===== config.mk =====
export PLATFORM = sky130hd
export DESIGN_NAME = hart_debug_ctrl
export DESIGN_NICKNAME = d
export VERILOG_FILES = /design/src/rtl/hart_debug_ctrl.sv
export SDC_FILE = /design/constraint.sdc
export NUM_CORES = 1
export LEC_CHECK = 0
export CAP_MARGIN = 40
export CELL_PAD_IN_SITES_DETAIL_PLACEMENT = 1
export CELL_PAD_IN_SITES_GLOBAL_PLACEMENT = 2
export CORE_AREA = 5 5 132 134
export CTS_CLUSTER_SIZE = 30
export DETAILED_ROUTE_END_ITERATION = 6
export DIE_AREA = 0 0 137 139
export PLACE_DENSITY_LB_ADDON = 0.1
export SYNTH_ARGS = -nofsm -noshare
export SYNTH_HDL_FRONTEND = slang
export SYNTH_SLANG_ARGS = --single-unit

===== constraint.sdc =====
create_clock -name clk -period 5.25 [get_ports clk]
set_clock_uncertainty 0.2 [all_clocks]
set_input_delay 0.7875 -clock clk [delete_from_list [all_inputs] [get_ports clk]]
set_output_delay 0.7875 -clock clk [all_outputs]
set_load 0.02 [all_outputs]

===== src/rtl/hart_debug_ctrl.sv =====
// rtl/hart_debug_ctrl.sv - hart-side debug responder: halt/resume handshake and abstract GPR access
module hart_debug_ctrl #(
    parameter int XLEN  = 32,
    parameter int NREGS = 32
) (
    input  logic            clk,
    input  logic            rst_n,
    input  logic            haltreq,
    input  logic            resumereq,
    input  logic            ackhavereset,
    input  logic            cmd_valid,
    input  logic [31:0]     cmd,
    input  logic [2:0]      cmderr_clr,
    input  logic [XLEN-1:0] data0_in,
    output logic [XLEN-1:0] data0_out,
    output logic            data0_wen,
    output logic            halted,
    output logic            running,
    output logic            resumeack,
    output logic            havereset,
    output logic            busy,
    output logic [2:0]      cmderr,
    output logic            core_halt_req,
    input  logic            core_halted,
    output logic            core_resume_req,
    input  logic            core_resumed,
    output logic [4:0]      reg_addr,
    output logic [XLEN-1:0] reg_wdata,
    output logic            reg_we,
    output logic            reg_re,
    input  logic [XLEN-1:0] reg_rdata,
    input  logic            reg_rvalid
);

    typedef enum logic [2:0] {
        S_RUN, S_HALT_WAIT, S_HALTED, S_ACC_WR, S_ACC_RD, S_ACC_RD_WAIT, S_RESUME_WAIT
    } state_e;

    state_e          state_q, state_d;
    logic [XLEN-1:0] data0_out_q, data0_out_d, reg_wdata_q, reg_wdata_d;
    logic [4:0]      reg_addr_q, reg_addr_d;
    logic [2:0]      cmderr_q, cmderr_d;
    logic            data0_wen_q, data0_wen_d, halted_q, halted_d, running_q, running_d;
    logic            resumeack_q, resumeack_d, havereset_q, havereset_d, busy_q, busy_d;
    logic            core_halt_req_q, core_halt_req_d, core_resume_req_q, core_resume_req_d;
    logic            reg_we_q, reg_we_d, reg_re_q, reg_re_d, resume_pend_q, resume_pend_d;

    logic [15:0] regno, regno_idx;
    logic        regno_ok, notsup, cmd_go;
    logic [2:0]  new_err;
    logic        unused_cmd_bits;

    assign regno           = cmd[15:0];
    assign regno_idx       = regno - 16'h1000;
    assign regno_ok        = (regno >= 16'h1000) && ({16'h0, regno_idx} < 32'(NREGS));
    assign notsup          = (cmd[31:24] != 8'd0) || (cmd[22:20] != 3'd2) || cmd[19] ||
                             (cmd[17] && !regno_ok);
    assign unused_cmd_bits = ^{cmd[23], cmd[18]};

    always_comb begin
        new_err = 3'd0;
        cmd_go  = 1'b0;
        if (cmd_valid && (cmderr_q == 3'd0)) begin
            if (busy_q)                  new_err = 3'd1;
            else if (notsup)             new_err = 3'd2;
            else if (state_q != S_HALTED) new_err = 3'd4;
            else if (cmd[17])            cmd_go  = 1'b1;
        end
    end

    always_comb begin
        state_d           = state_q;
        data0_out_d       = data0_out_q;
        reg_wdata_d       = reg_wdata_q;
        reg_addr_d        = reg_addr_q;
        halted_d          = halted_q;
        running_d         = running_q;
        resumeack_d       = resumeack_q;
        busy_d            = busy_q;
        core_halt_req_d   = core_halt_req_q;
        core_resume_req_d = core_resume_req_q;
        resume_pend_d     = resume_pend_q;
        data0_wen_d       = 1'b0;
        reg_we_d          = 1'b0;
        reg_re_d          = 1'b0;
        havereset_d       = havereset_q & ~ackhavereset;
        // Bitwise W1C clear first, so a fresh error in the same cycle overrides it.
        cmderr_d          = (new_err != 3'd0) ? new_err : (cmderr_q & ~cmderr_clr);

        if (busy_q && resumereq) resume_pend_d = 1'b1;

        case (state_q)
            S_RUN: begin
                if (haltreq) begin
                    state_d         = S_HALT_WAIT;
                    core_halt_req_d = 1'b1;
                    running_d       = 1'b0;
                end
            end
            S_HALT_WAIT: begin
                if (core_halted) begin
                    state_d         = S_HALTED;
                    core_halt_req_d = 1'b0;
                    halted_d        = 1'b1;
                end
            end
            S_HALTED: begin
                resume_pend_d = 1'b0;
                if (cmd_go) begin
                    state_d       = cmd[16] ? S_ACC_WR : S_ACC_RD;
                    busy_d        = 1'b1;
                    reg_addr_d    = regno[4:0];
                    reg_we_d      = cmd[16];
                    reg_re_d      = !cmd[16];
                    resume_pend_d = resumereq;
                    if (cmd[16]) reg_wdata_d = data0_in;
                end else if ((resumereq || resume_pend_q) && !haltreq) begin
                    state_d           = S_RESUME_WAIT;
                    resumeack_d       = 1'b0;
                    core_resume_req_d = 1'b1;
                end
            end
            S_ACC_WR: begin
                state_d = S_HALTED;
                busy_d  = 1'b0;
            end
            S_ACC_RD: state_d = S_ACC_RD_WAIT;
            S_ACC_RD_WAIT: begin
                if (reg_rvalid) begin
                    state_d     = S_HALTED;
                    busy_d      = 1'b0;
                    data0_out_d = reg_rdata;
                    data0_wen_d = 1'b1;
                end
            end
            S_RESUME_WAIT: begin
                if (core_resumed) begin
                    state_d           = S_RUN;
                    core_resume_req_d = 1'b0;
                    resumeack_d       = 1'b1;
                    halted_d          = 1'b0;
                    running_d         = 1'b1;
                end
            end
            default: state_d = S_RUN;
        endcase
    end

    always_ff @(posedge clk) begin
        if (!rst_n) begin
            state_q           <= S_RUN;
            data0_out_q       <= '0;
            reg_wdata_q       <= '0;
            reg_addr_q        <= '0;
            cmderr_q          <= '0;
            data0_wen_q       <= 1'b0;
            halted_q          <= 1'b0;
            running_q         <= 1'b1;
            resumeack_q       <= 1'b0;
            havereset_q       <= 1'b1;
            busy_q            <= 1'b0;
            core_halt_req_q   <= 1'b0;
            core_resume_req_q <= 1'b0;
            reg_we_q          <= 1'b0;
            reg_re_q          <= 1'b0;
            resume_pend_q     <= 1'b0;
        end else begin
            state_q           <= state_d;
            data0_out_q       <= data0_out_d;
            reg_wdata_q       <= reg_wdata_d;
            reg_addr_q        <= reg_addr_d;
            cmderr_q          <= cmderr_d;
            data0_wen_q       <= data0_wen_d;
            halted_q          <= halted_d;
            running_q         <= running_d;
            resumeack_q       <= resumeack_d;
            havereset_q       <= havereset_d;
            busy_q            <= busy_d;
            core_halt_req_q   <= core_halt_req_d;
            core_resume_req_q <= core_resume_req_d;
            reg_we_q          <= reg_we_d;
            reg_re_q          <= reg_re_d;
            resume_pend_q     <= resume_pend_d;
        end
    end

    assign data0_out       = data0_out_q;
    assign data0_wen       = data0_wen_q;
    assign halted          = halted_q;
    assign running         = running_q;
    assign resumeack       = resumeack_q;
    assign havereset       = havereset_q;
    assign busy            = busy_q;
    assign cmderr          = cmderr_q;
    assign core_halt_req   = core_halt_req_q;
    assign core_resume_req = core_resume_req_q;
    assign reg_addr        = reg_addr_q;
    assign reg_wdata       = reg_wdata_q;
    assign reg_we          = reg_we_q;
    assign reg_re          = reg_re_q;

endmodule


After elaboration in Yosys (flattened, before gate mapping). Index checks and enable logic that the tools add are counted.

Latch bits: 0. Register bits: 86. Bits in read-only memories: 0. Memories kept: 0. Output and inout bits: 82. RAM bits: 0.

Div/mod/pow operators: 0. $mul: 0. Eq/ne operators: 16. Bitwise operators: 4. Mux-type cells: 40. Add/sub/neg operators: 1. Magnitude comparators: 2. Shifts and indexed selects: 0. Reductions and logical operators: 33.

Operators with widths (number): 3-bit 2-to-1 mux (12); 1-bit 2-to-1 mux (21); 3-bit one-hot mux with 7 select lines (1); 3-bit AND reduction (6); 16-bit by 13-bit >= comparator with 1-bit output, second input constant (1); 16-bit by 6-bit less-than comparator with 1-bit output, second input constant (1); 16-bit by 13-bit subtractor with 16-bit output, second input constant (1); 2-bit != test, second input constant (7); 1-bit one-hot mux with 2 select lines (5); 2-bit nonzero test (5); 3-bit equality test, second input constant (3); 8-bit nonzero test (1); 3-bit by 2-bit equality test with 1-bit output, second input constant (2); 3-bit zero test (2); 3-bit by 2-bit != test with 1-bit output, second input constant (2); 2-bit AND reduction (3); 3-bit nonzero test (2); 1-bit logical AND (5); 5-bit AND reduction (1); 1-bit logical OR (4); 4-bit AND reduction (1); 3-bit bitwise AND (1); 3-bit by 1-bit equality test with 1-bit output, second input constant (1); 1-bit zero test (3); other kinds (5) (5).

Depth between registers and ports, before layout. Gate-level depths: netlist of the first run.

Word-level depth: 11. Depth in mapped cells: 7. Mapped depth without buffers: 5.

Least setup slack after synthesis of the first run. No wires, ideal clock.

Path type: input to register. Start point: input port cmd[5]. End point: register reg_wdata_q[10] (netlist: reg_wdata[10]). Setup slack: 2.716 ns. Arrival time: 2.191 ns. Stages on the path: 7. Path buffers: 2. Setup time: 0.143 ns. Required time: 4.907 ns. Cells stage by stage: nor4_2 -> nand4_2 -> or4_1 -> buf_2 -> buf_6 -> nand2_2 -> a21oi_2.

Word-level cells in the longest chain between the ends: 10.

RTL lines: start, declared (RTL line 12) `input logic [31:0] cmd,`; 16-bit by 13-bit subtractor with 16-bit output (RTL line 54) `assign regno_idx = regno - 16'h1000;`; 16-bit by 6-bit less-than comparator with 1-bit output (RTL line 55) `assign regno_ok = (regno >= 16'h1000) && ({16'h0, regno_idx} < 32'(NREGS));`; 1-bit logical AND * (RTL line 55); 1-bit zero test * (RTL line 57) `(cmd[17] && !regno_ok);`; 1-bit logical AND * (RTL line 57); 1-bit logical OR * (RTL line 56) `assign notsup = (cmd[31:24] != 8'd0) || (cmd[22:20] != 3'd2) || cmd[19] ||`; 1-bit 2-to-1 mux * (RTL line 65) `else if (notsup) new_err = 3'd2;`; 1-bit 2-to-1 mux * (RTL line 64) `if (busy_q) new_err = 3'd1;`; 1-bit 2-to-1 mux * (RTL line 63) `if (cmd_valid && (cmderr_q == 3'd0)) begin`; 3-bit AND reduction (no line) *; end signal, assigned (RTL line 170) `reg_wdata_q <= reg_wdata_d;`; end, declared (RTL line 40) `logic [XLEN-1:0] data0_out_q, data0_out_d, reg_wdata_q, reg_wdata_d;`.

Every way passes the cells marked *; elsewhere a longest branch is shown, timed or not. A chain may end at the register's enable or synchronous reset.

Worst setup path after layout of the first run.
Start point: input port cmd[8]. End point: register reg_wdata_q[31] (netlist: reg_wdata[31]).

Same word-level chain as after synthesis.

==> results.cfg, run 1 <==
[synthesis]
syn_area_per_cell_um2 = 8.62
yosys_warnings = 0
synth_flop_cell = dfxtp_1
synthTopCellsByCount = nand2_1, dfxtp_1, a21oi_1
synth-seq-cells = 86
synth_cells = 402
synth_nets = 510
yosys.area.top_type = dfxtp_1
synth_edf_count = 0
netlist_area_um2 = 3460
async_reset_ff_share_pct = 0
synth_cell_types = 41
yosysMostFrequentCell = nand2_1
yosys.area.top_type_share_pct = 49.7
ys_top_cells_by_area = dfxtp_1, nand2_1, a21oi_2, a21oi_1, nand2_2
ys_seq_area_share_pct = 49.7

[job]
cap_viol_max_count = 0

[die]
start_util_pct = 21.4
dieArea_um2 = 19000
num_rows = 47
io-pin-count = 190
core_um2 = 16200
die_h_um = 139
fp.dieW_um = 137

[clocking]
cts_tree = yes
clockBufferDepth = 2
worstSkewPairLatency_ns = 0.33
clk_pin_slew_ns = 0.06
numCtsBuffers = 9
postCtsSetupBuffers = 0
h-tree-depth = 3
cts-root-buf = clkbuf_16
clkSinkCount = 86
post_cts_resized = 0
cts_hold_buf = 0

[timing]
report.final.setup_viol = 0
relSlewSlack_pct = 65.0
worst_slack_ns = 2.09
finalHoldViolCount = 0
setup_tns_ns = 0
rsz0062_at_grt = false
fmax_mhz = 317
worst_pin_slew_ns = 0.523
finalMaxSlewViolations = 0
period_needed_ns = 3.16
finalCritPeriodShare_pct = 60.1

[grt]
grt_first_pass_wirelength_um = 18900
antenna_found_initial = 0
grt_overflow = 0
grt_pass1_vias = 3575
grt.total_usage_pct = 12.6
grt_max_degree = 74

[critical_path]
cp-end-kind = flop
crit_arrival_ns = 3.16
crit_type = in2reg
cp.required_ns = 5.26
worst-path-max-fanout = 21
r2r_setup_slack_ns = 2.43
start_kind = input pin
r2r-start = state_q[1]
worstRegToRegCells = 6
r2r-end = reg_wdata[31]

[layout]
layoutNonFillerInstCount = 804
syn2layout_area_growth_pct = 70.2
drive_gt1_share_pct = 15.9
layout.nets = 687
num-fill-cells = 1858
antennaDiodeCount = 0

[placement]
place_hpwl_um = 8820
gp_congestion = 0.695
placed_cells = 788
port_buffers = 187
preCtsSetupSlack_ns = 1.69

[power_and_ir_drop]
leakage_nw = 1.93
ir_drop_mv = 0.166
cellPowerDensity_nw_per_um2 = 297

[routing]
drt-total-wl_um = 12100
routedWlPerCell_um = 15.0
dr.pass1.iters = 4
routed_via_density = 4.21
drc_errors = 0
postRouteAntennaNets = 0
drt_iter0_drc = 106
num_vias = 3381

[min_path]
hold_path_depth = 2
hp-class = reg2reg
min_to = reg_wdata[8]
worstHoldStart = reg_wdata[8]

[status]
outcome = complete, no violations
cell families (layout without fill, tap and decap cells):
family | after synthesis | in the layout | share of synthesized area, %
DFF | 86 | 86 | 49.7
and+or+nand+nor | 186 | 186 | 27.0
AOI/OAI and AO/OA | 94 | 94 | 17.7
muxes | 5 | 5 | 1.44
buffers and inverters | 31 | 213 | 4.15
metal layers:
layer | up-vias | track usage, % | share of wire [%]
met5 | - | 0 | 0
met4 | 0 | 4.25 | 1.2
met3 | 10 | 4.75 | 8.5
met2 | 106 | 20.9 | 47
met1 | 1575 | 14.8 | 43
li1 | 1690 | - | -
state kept, by name (all words and copies together) (netlist names), 3 cells and up:
signal     count
data0_out     32
reg_wdata     32
reg_addr       5
cmderr         3
state_q        3
power breakdown:
group / internal (mW) / switching (mW)
logic: 0.161 / 0.138
registers: 0.682 / 0.0464
clock network: 0.458 / 0.270
total: 1.30 / 0.454
cell type report:
type                    instances  area (µm²)  share of cell area (%)
multi-input cells             285        1600                    27.2
repair buffers                192        1930                    32.8
inverters                       5        20.0                   0.339
clock buffers                  12         267                    4.52
well taps                     220         275                    4.67
clock inverters                 4        76.3                    1.29
flip-flops and latches         86        1720                    29.2
metrics by stage:
step                power (mW)  hold WS (ns)  instance area [µm²]  util [%]
floorplan                0.884         0.251                 3460         -
global placement          1.04         0.240                 5530      34.2
detailed placement        1.05         0.247                 5550      34.3
CTS                       1.79         0.256                 5900      36.5
global route              1.84         0.267                 5900      36.5
finish                    1.75         0.251                 5900      36.5
how the worst max path moves through the flow:
| stage | startpoint | depth (start not counted) | to |
|---|---|---|---|
| 3_5_place_dp | cmd[8] | 7 | reg_wdata[18] |
| 4_1_cts | cmd[8] | 7 | reg_wdata[31] |
| 5_1_grt | cmd[8] | 7 | reg_wdata[13] |
| 2_1_floorplan | cmd[5] | 7 | reg_wdata[10] |
| 3_3_place_gp | cmd[5] | 6 | state_q[2] |
| 6_report | cmd[8] | 7 | reg_wdata[31] |
critical path: stages:
cell and delay, ns:
clkdlybuf4s50_1 0.41, nor4_2 0.33, nand4_2 0.26, or4_2 0.94, buf_12 0.28, nand2_2 0.09, a21oi_2 0.04
placed cells by master, fill, tap and decap left out, types with 6 or more instances in the layout:
cell             instances
a21oi_1                 43
nand2_2                 30
nand3_1                  6
nand2_1                104
clkdlybuf4s50_1        187
a21oi_2                 30
o21ai_0                 10
dfxtp_1                 86
clkbuf_16                9
nor2_1                  15
nor3_1                   6
Power figures use the tool's default switching activity.
==> run 2, diff against run 1 <==
Settings changed: CORE_AREA 5 5 132 134 to 5 5 142 144, DIE_AREA 0 0 137 139 to 0 0 147 149.
Clock period 5.25 ns to 2.6 ns, I/O delays scaled along.
==> run 2 against run 1 <==
Final cell count grew 3.4%. Global-route usage down 0.51 points. Sequential cell count unchanged. Clock power grew 110%. Critical path depth is the same. Power up 110%. Design area up 2.3%. First-iteration DRC count is 13% higher. Routed wire length is 8.0% higher. Setup slack worse by 1.8 ns. Register-to-register slack lost 2.1 ns.
==> results.cfg, run 2 (synthesized netlist as in run 1, its figures left out) <==
[status]
outcome = complete, no violations

[layout]
layout.nets = 700
seq_area_um2 = 1720
final_common_cell = clkdlybuf4s50_1
finalCoreUtilization_pct = 32.5
final_cell_mix = clkdlybuf4s50_1, nand2_1, dfxtp_1
syn2layout_area_growth_pct = 74.1
drive_gt1_share_pct = 17.6
layoutNonFillerInstCount = 831
num-fill-cells = 2153
antennaDiodeCount = 0
multiInputGateArea_um2 = 1600

[die]
core_um2 = 18600
num_rows = 50
io-pin-count = 190
fp.dieW_um = 147
die_h_um = 149
dieArea_um2 = 21900
start_util_pct = 18.6

[clocking]
numCtsBuffers = 9
h-tree-depth = 3
cts_tree = yes
cts_hold_buf = 0
clockBufferDepth = 2
post_cts_resized = 0
cts-root-buf = clkbuf_16
worstSkewPairLatency_ns = 0.34
clkSinkCount = 86
clk_pin_slew_ns = 0.07
postCtsSetupBuffers = 0

[timing]
finalHoldViolCount = 0
relSlewSlack_pct = 67.9
rsz0062_at_grt = false
report.final.setup_viol = 0
worst_pin_slew_ns = 0.482
finalCritPeriodShare_pct = 89.2
hold-worst-slack_ns = 0.250
setup_tns_ns = 0
fmax_mhz = 431
finalMaxSlewViolations = 0
period_needed_ns = 2.32

[grt]
grt.total_usage_pct = 12.0
antenna_found_initial = 0
grt_first_pass_wirelength_um = 21100
grt_overflow = 0
grt_max_degree = 37
grt_pass1_vias = 3852

[routing]
drc_errors = 0
dr.pass1.iters = 4
postRouteAntennaNets = 0
drt_iter0_drc = 120
num_vias = 3465
drt-total-wl_um = 13100
routed_via_density = 4.17
routedWlPerCell_um = 15.7

[placement]
gp_congestion = 0.696
placed_cells = 815
place_hpwl_um = 9520
port_buffers = 187

[power_and_ir_drop]
cellPowerDensity_nw_per_um2 = 605
finalPower_mw = 3.65
leakage_nw = 2.00
ir_drop_mv = 0.305

[critical_path]
cp.required_ns = 2.61
critPathSlowestCell = or4_2
start_kind = input pin
crit_chain = clkdlybuf4s50_1 > nor3b_2 > nand4_4 > or4_2 > buf_12 > nand3_1 > o22ai_1
critPathMaxStageDelay_ns = 0.70
crit_arrival_ns = 2.33
crit_type = in2reg
worst-path-max-fanout = 33
cp-end-kind = flop

[job]
cap_viol_max_count = 0

[min_path]
hp-class = reg2reg
-- run 2: changes by cell type in the layout (fill, tap and decap cells not counted) --
cell	delta
clkinv_4	+1
clkbuf_1	+1
buf_4	+12
inv_6	-1
bufinv_16	+1
buf_12	+1
clkbuf_8	-2
-- run 2: per-layer routing --
| metal | track usage (%) | wire length, µm |
|---|---|---|
| met4 | 4.89 | 251 |
| met1 | 13.8 | 5520 |
| met5 | 0 | 0 |
| met3 | 5.29 | 1180 |
| met2 | 19.8 | 6110 |
-- run 2: path summary, 6_finish.rpt --
| path | from | to | slack [ns] | cells past startpoint |
|---|---|---|---|---|
| worst max-delay path | cmd_valid | state_q[2] | 0.28 | 7 |
| worst min register to register | reg_wdata[27] | reg_wdata[27] | 0.25 | 2 |
| worst max register to register | state_q[1] | state_q[2] | 0.36 | 6 |
| worst min-delay path | reg_wdata[27] | reg_wdata[27] | 0.25 | 2 |
-- run 2: where the power goes --
part           total [mW]  switching, mW  leakage, nW  internal [mW]
Sequential           1.42         0.0413        0.694           1.38
Clock                1.53          0.561        0.166          0.968
Combinational       0.700          0.341         1.14          0.359
Total                3.65          0.944         2.00           2.70
-- run 2: final cells by class --
class | instances | area share [%]
sequential | 86 | 28.5
inverter | 5 | 0.332
clock inverter | 5 | 1.76
multi-input combinational | 285 | 26.6
clock buffer | 11 | 4.02
tap | 234 | 4.85
timing repair buffer | 205 | 33.9
-- run 2: critical path: cells and delay by family --
family | cells | cell delay (ns)
AOI/OAI and AO/OA | 1 | 0.06
buffers and inverters | 2 | 0.69
and+or+nand+nor | 4 | 1.20
-- run 2: metrics by stage --
step / worst slack [ns] / cell area [µm²]
2_1_floorplan: 0.463 / 3460
3_3_place_gp: -0.0859 / 5680
3_5_place_dp: -0.112 / 5680
4_1_cts: 0.270 / 6030
5_1_grt: 0.150 / 6030
6_report: 0.282 / 6030
==> run 3, diff against run 2 <==
Settings changed: CORE_AREA 5 5 142 144 to 5 5 102 199, DIE_AREA 0 0 147 149 to 0 0 107 204.
==> run 3 against run 2 <==
Worst hold slack about the same. Final cell count decreased by 1.3%. Combinational power is 3% higher. Utilization fell by 0.26 points. Via count up 0.69%. Die area down 0.34%. Maximum frequency shrank 1.3%. First-iteration DRC count is 66% lower. Non-clock buffer count increased by 4. Critical endpoint is now reg_wdata[27]. Largest cell class unchanged. Highest routed layer unchanged.
==> results.cfg, run 3 (synthesized netlist as in run 1, its figures left out) <==
[clocking]
post_cts_resized = 0
worstSkewPairLatency_ns = 0.34
h-tree-depth = 3
cts_tree = yes
clkSinkCount = 86
cts-root-buf = clkbuf_16
clk_pin_slew_ns = 0.06
postCtsSetupBuffers = 0
clockBufferDepth = 2
numCtsBuffers = 9
cts_hold_buf = 0

[timing]
fmax_mhz = 426
finalHoldViolCount = 0
relSlewSlack_pct = 75.2
report.final.setup_viol = 0
rsz0062_at_grt = false
worst_pin_slew_ns = 0.372
finalCritPeriodShare_pct = 90.4
setup_tns_ns = 0
period_needed_ns = 2.35
finalMaxSlewViolations = 0

[grt]
grt_max_degree = 40
grt_first_pass_wirelength_um = 20800
grt_pass1_vias = 3789
grt.total_usage_pct = 12.4
grt_overflow = 0
antenna_found_initial = 0

[power_and_ir_drop]
p_int_mw = 2.52
power.switching_uw = 940
comb_power_share_pct = 20.8
ir_drop_mv = 0.246
leakage_nw = 2.00
sequentialPowerShare_pct = 41.0
pwr-share-clk_pct = 38.3
cellPowerDensity_nw_per_um2 = 576
sw_frac_of_total_pct = 27.2

[placement]
port_buffers = 187
place_hpwl_um = 10500
gp_congestion = 0.727
place_area_um2 = 5710

[min_path]
hp-class = reg2reg

[routing]
drt-total-wl_um = 13500
num_vias = 3489
drt_iter0_drc = 41
routed_via_density = 4.25
drc_errors = 0
routedWlPerCell_um = 16.4
postRouteAntennaNets = 0
dr.pass1.iters = 4

[layout]
fin_area_um2 = 6010
finalCoreUtilization_pct = 32.2
final_common_cell = clkdlybuf4s50_1
layout.nets = 704
antennaDiodeCount = 0
syn2layout_area_growth_pct = 73.3
drive_gt1_share_pct = 18.3
final_cell_mix = clkdlybuf4s50_1, nand2_1, dfxtp_1

[critical_path]
worst-path-max-fanout = 32
critPathSlowestCell = or4_2
start_kind = input pin
crit_type = in2reg
cp-end-kind = flop
cp.required_ns = 2.63
crit_arrival_ns = 2.38
critPathMaxStageDelay_ns = 0.69
crit_chain = clkdlybuf4s50_1 > nor4_2 > nand4_2 > or4_2 > buf_12 > nand2_2 > a21oi_2

[die]
core_um2 = 18700
fp.dieW_um = 107
start_util_pct = 18.6
die_h_um = 204
io-pin-count = 190
num_rows = 71
dieArea_um2 = 21800

[job]
cap_viol_max_count = 0

[status]
outcome = complete, no violations
## run 3: routing by layer
layer | GRT usage, % | part of all wire [%]
met3 | 3.16 | 5.0
met4 | 5.21 | 1.9
met1 | 11.6 | 34
met5 | 0 | 0
met2 | 24.7 | 59
## run 3: final cells by class
class,count,area [µm²]
Clock inverter,6,61.3
Timing Repair Buffer,209,2090
Multi-Input combinational cell,285,1600
Sequential cell,86,1720
Inverter,5,20.0
Clock buffer,10,239
Tap cell,219,274
Fill cell,2203,12600
## run 3: power groups by stage
stage	sequential, mW	clock, mW	combinational, mW
after detailed placement	1.45	0	0.732
after CTS	1.42	1.41	0.736
final	1.42	1.32	0.718
after global routing	1.43	1.44	0.796
after global placement	1.45	0	0.725
after floorplan	1.49	0	0.289
## run 3: worst max-delay path: cells and delay by family
family	cells	cell delay [ns]
and+or+nand+nor	4	1.27
buffers and inverters	2	0.63
AOI/OAI and AO/OA	1	0.05
## run 3: through the flow
stage	instances	total power, mW	hold slack [ns]	setup slack [ns]
after floorplan	402	1.78	0.251	0.463
after global placement	804	2.17	0.240	-0.120
after detailed placement	804	2.18	0.246	-0.136
after CTS	820	3.57	0.256	0.244
after global routing	820	3.67	0.270	0.154
final	820	3.46	0.251	0.250
## run 3: path summary, 6_finish.rpt
path            startpoint  depth (start not counted)  slack [ns]       endpoint
min reg2reg  reg_wdata[14]                          2        0.25  reg_wdata[14]
min          reg_wdata[14]                          2        0.25  reg_wdata[14]
max reg2reg     state_q[0]                          6        0.39  reg_wdata[27]
max                 cmd[8]                          7        0.25  reg_wdata[27]
